$ cat config.mk
export PLATFORM = sky130hd
export DESIGN_NAME = load_extract_unit_flat
export DESIGN_NICKNAME = d
export VERILOG_FILES = /design/src/rtl/load_extract_unit_if.sv /design/src/rtl/load_extract_unit.sv /design/src/flat_wrapper.sv
export SDC_FILE = /design/constraint.sdc
export NUM_CORES = 1
export LEC_CHECK = 0
export ABC_CLOCK_PERIOD_IN_PS = 2500
export CAP_MARGIN = 20
export CORE_ASPECT_RATIO = 1.4
export CORE_MARGIN = 5
export CORE_UTILIZATION = 36
export DETAILED_ROUTE_END_ITERATION = 7
export GPL_TIMING_DRIVEN = 0
export PLACE_DENSITY = 0.75
export SYNTH_ARGS = -nofsm -noshare
export SYNTH_HDL_FRONTEND = slang
export SYNTH_SLANG_ARGS = --single-unit
$ cat constraint.sdc
create_clock -name clk -period 2.5 [get_ports clk]
set_input_delay 0.75 -clock clk [delete_from_list [all_inputs] [get_ports clk]]
set_output_delay 0.75 -clock clk [all_outputs]
set_load 0.005 [all_outputs]
$ cat src/rtl/load_extract_unit_if.sv
// rtl/load_extract_unit_if.sv - load command, data-memory read port and result bundle for load_extract_unit
interface load_extract_unit_if;
  logic        start;
  logic [31:0] adr;
  logic [2:0]  slctrl;
  logic        sign;
  logic [31:0] rt_old;
  logic        mem_req;
  logic [31:0] mem_adr;
  logic        mem_ack;
  logic [31:0] mem_rdata;
  logic        busy;
  logic        done;
  logic        err;
  logic [31:0] dout;

  modport master (
    output start, adr, slctrl, sign, rt_old, mem_ack, mem_rdata,
    input  mem_req, mem_adr, busy, done, err, dout
  );

  modport slave (
    input  start, adr, slctrl, sign, rt_old, mem_ack, mem_rdata,
    output mem_req, mem_adr, busy, done, err, dout
  );
endinterface

$ cat src/rtl/load_extract_unit.sv
// rtl/load_extract_unit.sv - MEM-stage load unit: one aligned word read, then extract/extend/LWL-LWR merge
// Optional REQ timeout is enabled by defining LOADCALC_TIMEOUT_EN.
module load_extract_unit (
  input logic                clk,
  input logic                reset_n,
  load_extract_unit_if.slave bus
);

  localparam logic [2:0] SLWORD      = 3'd0;
  localparam logic [2:0] SLHALF      = 3'd1;
  localparam logic [2:0] SLBYTE      = 3'd2;
  localparam logic [2:0] SLWORDLEFT  = 3'd3;
  localparam logic [2:0] SLWORDRIGHT = 3'd4;

  typedef enum logic [1:0] {IDLE, REQ, DONE} state_t;

  state_t      state_q, state_d;
  logic [31:0] adr_q, adr_d;
  logic [31:0] rt_q, rt_d;
  logic [31:0] dout_q, dout_d;
  logic [2:0]  ctrl_q, ctrl_d;
  logic        sign_q, sign_d;
  logic        err_q, err_d;
  logic        misaligned;
  logic [15:0] half;
  logic [7:0]  byt;
  logic [4:0]  lsh, rsh;
  logic [31:0] extracted;
`ifdef LOADCALC_TIMEOUT_EN
  logic [3:0]  cnt_q, cnt_d;
`endif

  // Alignment is judged on the incoming command, before anything is latched.
  always_comb begin
    misaligned = 1'b0;
    case (bus.slctrl)
      SLWORD:      misaligned = (bus.adr[1:0] != 2'b00);
      SLHALF:      misaligned = bus.adr[0];
      SLBYTE,
      SLWORDLEFT,
      SLWORDRIGHT: misaligned = 1'b0;
      default:     misaligned = 1'b1;
    endcase
  end

  // 3-b on two bits is ~b, so the LWL shift is the bit-inverted offset.
  always_comb begin
    half      = bus.mem_rdata[{adr_q[1], 4'b0000} +: 16];
    byt       = bus.mem_rdata[{adr_q[1:0], 3'b000} +: 8];
    lsh       = {~adr_q[1:0], 3'b000};
    rsh       = {adr_q[1:0], 3'b000};
    extracted = bus.mem_rdata;
    case (ctrl_q)
      SLHALF:      extracted = {{16{sign_q & half[15]}}, half};
      SLBYTE:      extracted = {{24{sign_q & byt[7]}}, byt};
      SLWORDLEFT:  extracted = (bus.mem_rdata << lsh) | (rt_q & ~(32'hFFFF_FFFF << lsh));
      SLWORDRIGHT: extracted = (bus.mem_rdata >> rsh) | (rt_q & ~(32'hFFFF_FFFF >> rsh));
      default:     extracted = bus.mem_rdata;
    endcase
  end

  always_comb begin
    state_d = state_q;
    adr_d   = adr_q;
    rt_d    = rt_q;
    ctrl_d  = ctrl_q;
    sign_d  = sign_q;
    err_d   = err_q;
    dout_d  = dout_q;
`ifdef LOADCALC_TIMEOUT_EN
    cnt_d   = cnt_q;
`endif
    case (state_q)
      IDLE: begin
        if (bus.start) begin
          adr_d  = bus.adr;
          rt_d   = bus.rt_old;
          ctrl_d = bus.slctrl;
          sign_d = bus.sign;
          if (misaligned) begin
            state_d = DONE;
            err_d   = 1'b1;
            dout_d  = 32'h0;
          end else begin
            state_d = REQ;
            err_d   = 1'b0;
          end
`ifdef LOADCALC_TIMEOUT_EN
          cnt_d = 4'h0;
`endif
        end
      end
      REQ: begin
        if (bus.mem_ack) begin
          state_d = DONE;
          err_d   = 1'b0;
          dout_d  = extracted;
`ifdef LOADCALC_TIMEOUT_EN
        end else if (cnt_q == 4'hF) begin
          state_d = DONE;
          err_d   = 1'b1;
          dout_d  = 32'h0;
        end else begin
          cnt_d = cnt_q + 4'd1;
`endif
        end
      end
      DONE:    state_d = IDLE;
      default: state_d = IDLE;
    endcase
  end

  always_ff @(posedge clk or negedge reset_n) begin
    if (!reset_n) begin
      state_q <= IDLE;
      adr_q   <= 32'h0;
      rt_q    <= 32'h0;
      ctrl_q  <= 3'd0;
      sign_q  <= 1'b0;
      err_q   <= 1'b0;
      dout_q  <= 32'h0;
`ifdef LOADCALC_TIMEOUT_EN
      cnt_q   <= 4'h0;
`endif
    end else begin
      state_q <= state_d;
      adr_q   <= adr_d;
      rt_q    <= rt_d;
      ctrl_q  <= ctrl_d;
      sign_q  <= sign_d;
      err_q   <= err_d;
      dout_q  <= dout_d;
`ifdef LOADCALC_TIMEOUT_EN
      cnt_q   <= cnt_d;
`endif
    end
  end

  assign bus.mem_req = (state_q == REQ);
  assign bus.mem_adr = {adr_q[31:2], 2'b00};
  assign bus.busy    = (state_q != IDLE) && (state_q != DONE);
  assign bus.done    = (state_q == DONE);
  assign bus.err     = err_q;
  assign bus.dout    = dout_q;

endmodule

$ cat src/flat_wrapper.sv
// flat-port wrapper written by rule: the top's interface ports become plain ports
module load_extract_unit_flat 
  (clk, reset_n, bus_start, bus_adr, bus_slctrl, bus_sign, bus_rt_old, bus_mem_ack, bus_mem_rdata, bus_mem_req, bus_mem_adr, bus_busy, bus_done, bus_err, bus_dout);
  load_extract_unit_if bus_i ();
  input logic clk;
  input logic reset_n;
  input wire logic [$bits(bus_i.start)-1:0] bus_start;
  input wire logic [$bits(bus_i.adr)-1:0] bus_adr;
  input wire logic [$bits(bus_i.slctrl)-1:0] bus_slctrl;
  input wire logic [$bits(bus_i.sign)-1:0] bus_sign;
  input wire logic [$bits(bus_i.rt_old)-1:0] bus_rt_old;
  input wire logic [$bits(bus_i.mem_ack)-1:0] bus_mem_ack;
  input wire logic [$bits(bus_i.mem_rdata)-1:0] bus_mem_rdata;
  output wire logic [$bits(bus_i.mem_req)-1:0] bus_mem_req;
  output wire logic [$bits(bus_i.mem_adr)-1:0] bus_mem_adr;
  output wire logic [$bits(bus_i.busy)-1:0] bus_busy;
  output wire logic [$bits(bus_i.done)-1:0] bus_done;
  output wire logic [$bits(bus_i.err)-1:0] bus_err;
  output wire logic [$bits(bus_i.dout)-1:0] bus_dout;
  assign bus_i.start = bus_start;
  assign bus_i.adr = bus_adr;
  assign bus_i.slctrl = bus_slctrl;
  assign bus_i.sign = bus_sign;
  assign bus_i.rt_old = bus_rt_old;
  assign bus_i.mem_ack = bus_mem_ack;
  assign bus_i.mem_rdata = bus_mem_rdata;
  assign bus_mem_req = bus_i.mem_req;
  assign bus_mem_adr = bus_i.mem_adr;
  assign bus_busy = bus_i.busy;
  assign bus_done = bus_i.done;
  assign bus_err = bus_i.err;
  assign bus_dout = bus_i.dout;
  load_extract_unit u_core (.clk(clk), .reset_n(reset_n), .bus(bus_i));
endmodule
==> key figures <==
Status
  • Outcome: complete, no violations

Synthesis
  • Area leader, netlist: dfrtp_1
  • Sequential-to-total area share from yosys stat: 42.0%
  • Synth top cells by count: 103 x dfrtp_1, 93 x mux2_2, 47 x o21ai_0
  • Post-Syn Area: 6130 µm²
  • FF+latch count, synth: 103
  • Post-synth top flop: dfrtp_1
  • Synth top area cells: dfrtp_1 42%, mux2_2 17%, mux2i_1 6.5%, mux4_2 5.5%, buf_4 3.9%
  • Ys Warns: 0
  • Mapped Cells: 552
  • Library cells used by synthesis: 38
  • Syn_area_per_cell: about 11 µm²
  • Top cell type's share of synthesized area: between 40% and 50%
  • EDFF count, synth: 0
  • Post-synth ARST share: 100%
  • Most frequent cell after synthesis: dfrtp_1

Placement
  • Post-DP HPWL: 14.8 mm
  • Inst Count DP: 926
  • GP Congestion: slightly above 0.9
  • Number of I/O port buffers: 169

Drt
  • Initial DRC count: 338
  • Post-Route WL: 19.5 mm
  • Post-route DRC violation count: 0
  • WL/cell: between 20 and 25 µm
  • Drt first pass iters: 5
  • Post-route ant nets: 0
  • Via count: 5079
  • Drt via density: approximately 5.4

Clock tree
  • TritonCTS Buffers: 9
  • H-tree levels: 3
  • Clock Tree Buf Depth: 2
  • Worst skew pair latency: 0.36 ns
  • Clk sink count: between 100 and 150
  • CTS tree: done
  • Root Driver: clkbuf_16
  • Clock Pin Slew Worst Setup and Hold Paths: 0.08 ns
  • Hold buffers post-CTS: 0

STA
  • Endpoints failing hold: 0
  • Tightest Pin Transition: 0.731 ns
  • Tcrit/Tclk final: 99.0%
  • Worst rel slew slack: 51.1%
  • Final count of negative-setup-slack endpoints: 0
  • Max Fclk: 404 MHz
  • Clk_skew: 0.0118 ns
  • Final Slew Violations: 0
  • Final worst path period need: 2.48 ns
  • RSZ-0062 raised after global routing: no

Pwr
  • Pwr per Cell Area: 1010 nW/µm²
  • Tot Pwr: 8.53 mW
  • Peak VDD IR: 0.485 mV
  • Comb pwr share: 51.8%
  • Sw frac: between 30 and 40%
  • LEAKAGE: 3.48 nW
  • Switching Power: a little over 3 mW
  • Internal Power: 5.48 mW
  • Part of the power in registers: 31.2%
  • Part of the power in the clock network: around 17%

Setup path
  • Register-to-Register Path Depth: 6
  • Slowest-stage cell, CP: mux4_2
  • Setup CP Type: input pin to register
  • Startpoint types: input pin
  • Crit end category: register
  • Critical path buffers and inverters: 2
  • Critical path peak fanout: 6
  • Launch point of the worst reg-to-reg path: u_core.ctrl_q[1]$_DFFE_PN0P_
  • Worst path depth: 7
  • WP data arrival: 2.70 ns
  • Critical path required time: ~2.7 ns
  • Critical path's largest stage delay: 0.57 ns
  • Worst path cell trace: clkdlybuf4s50_1 > mux4_2 > a21oi_4 > a2111oi_4 > buf_4 > a221oi_1 > o22ai_1
  • FF-to-FF End: u_core.bus.dout[5]$_DFFE_PN0P_
  • Worst R2R Setup Slack: 0.11 ns
  • Family with the most delay on the worst path: compound AO/OA/AOI/OAI gates

GRT
  • Total gr overflow: 0
  • Vias in the first global route: between 5000 and 6000
  • Initial antenna violation count: 0
  • First-pass GRT wire length: 29.9 mm
  • Total GRT Usage: between 10% and 20%
  • Pin count of the biggest net entering global routing: between 70 and 80

Min path
  • Hold Path Class: input pin to async pin

Cells and area
  • Fillers: 1486
  • Utilization after layout: 50.6%
  • Total area of sequential cells: 2580 µm²
  • NumNets Final: 840
  • Share of layout cells above drive strength 1: 26.3%
  • Finished Layout Cells: 945
  • Area Growth Syn to Fin: 38.2%
  • Multi-input logic area: 3010 µm²

Floorplan
  • Die width: 120 µm
  • Core area: 16700 µm²
  • Starting Density: 36.6%
  • Std-Cell Rows: 56
  • Die height: approximately 160 µm
  • DIE AREA: 19800 µm²
  • Number of I/O pins: between 150 and 200

Flow run
  • Total of max-cap violations: 0
## repair_timing
action | in CTS | in global routing
setup buffers | 2 | 0
gates resized for setup | 9 | 8
pin swaps | 1 | 1
setup endpoints to repair | 85 | 17
hold endpoints to repair | 0 | 0
## through the flow
step                      setup TNS, ns  worst slack, ns  hold WS [ns]  instance area, µm²
after CTS                             0          0.00425         0.349                8450
after global placement          -389.08            -3.27         0.490                8080
after global routing                  0          0.00805         0.368                8480
final                                 0           0.0244         0.337                8480
after detailed placement         -50.36           -0.782         0.497                8110
after floorplan                       0            0.402         0.454                6140
## cells in the final DEF (no fill, tap or decap), drive strengths merged, types with 2 or more instances in the layout
master         instances
nor2                  13
nand2                 13
dfrtp                103
nor3                   9
conb                   2
nor2b                 13
o22ai                 24
clkdlybuf4s50        165
clkinvlp               2
clkbuf                32
mux2                  93
o21ai                 47
mux2i                 40
mux4                  15
a221oi                23
o221ai                10
a21oi                  6
inv                   44
nand2b                 3
dlymetal6s2s           2
buf                   56
a211oi                 9
and2                   2
## layout make-up
| cell class | count | share of cell area (%) |
|---|---|---|
| sequential | 103 | 30.4 |
| antenna | 1 | 0.0295 |
| multi-input combinational | 334 | 35.6 |
| clock inverter | 6 | 0.797 |
| buffer | 74 | 5.19 |
| inverter | 42 | 1.86 |
| clock buffer | 10 | 2.70 |
| timing repair buffer | 172 | 20.5 |
| tap | 203 | 3.00 |
## sequential cells by signal, summed over array words and instances, names as in the netlist
register         cells
u_core.ctrl_q        3
u_core.state_q       2
u_core.bus.dout     32
u_core.rt_q         32
u_core.adr_q        32
u_core.sign_q        1
u_core.bus.err       1
## power groups by stage
stage | logic (mW) | clock network, mW | registers, mW
after detailed placement | 4.32 | 0 | 2.69
after CTS | 4.40 | 1.48 | 2.66
after floorplan | 2.60 | 0 | 2.58
final | 4.42 | 1.45 | 2.66
after global routing | 4.74 | 1.53 | 2.75
after global placement | 4.27 | 0 | 2.66
## how the worst max path moves through the flow
stage | startpoint | to | slack [ns]
final | bus_mem_rdata[31] | u_core.bus.dout[31]$_DFFE_PN0P_ | 0.02
after global routing | u_core.ctrl_q[1]$_DFFE_PN0P_ | u_core.bus.dout[5]$_DFFE_PN0P_ | 0.008
after CTS | u_core.state_q[0]$_DFFE_PN0P_ | bus_mem_req | 0.004
after detailed placement | bus_start | u_core.rt_q[14]$_DFFE_PN0P_ | -0.78
after global placement | reset_n | u_core.rt_q[12]$_DFFE_PN0P_ | -3.27
after floorplan | bus_mem_rdata[31] | u_core.bus.dout[21]$_DFFE_PN0P_ | 0.40
## cells by family after synthesis
logic type,count (synthesis),share of synthesized area [%]
flip-flops,103,42.0
buffers and inverters,116,9.65
XOR/XNOR,2,0.286
AND/OR/NAND/NOR,57,4.85
other,1,0.0611
multiplexers,148,29.1
AO/OA/AOI/OAI,125,14.0
## metal layers
| layer | GRT usage (%) | routed length, µm | vias up | share of wire (%) |
|---|---|---|---|---|
| li1 | - | - | 2357 | - |
| met1 | 22.3 | 7230 | 2483 | 37 |
| met2 | 34.7 | 10200 | 204 | 52 |
| met3 | 4.56 | 1490 | 35 | 7.7 |
| met4 | 9.33 | 598 | 0 | 3.1 |
| met5 | 0 | 0 | - | 0 |
(Power assumes the default switching activity.)
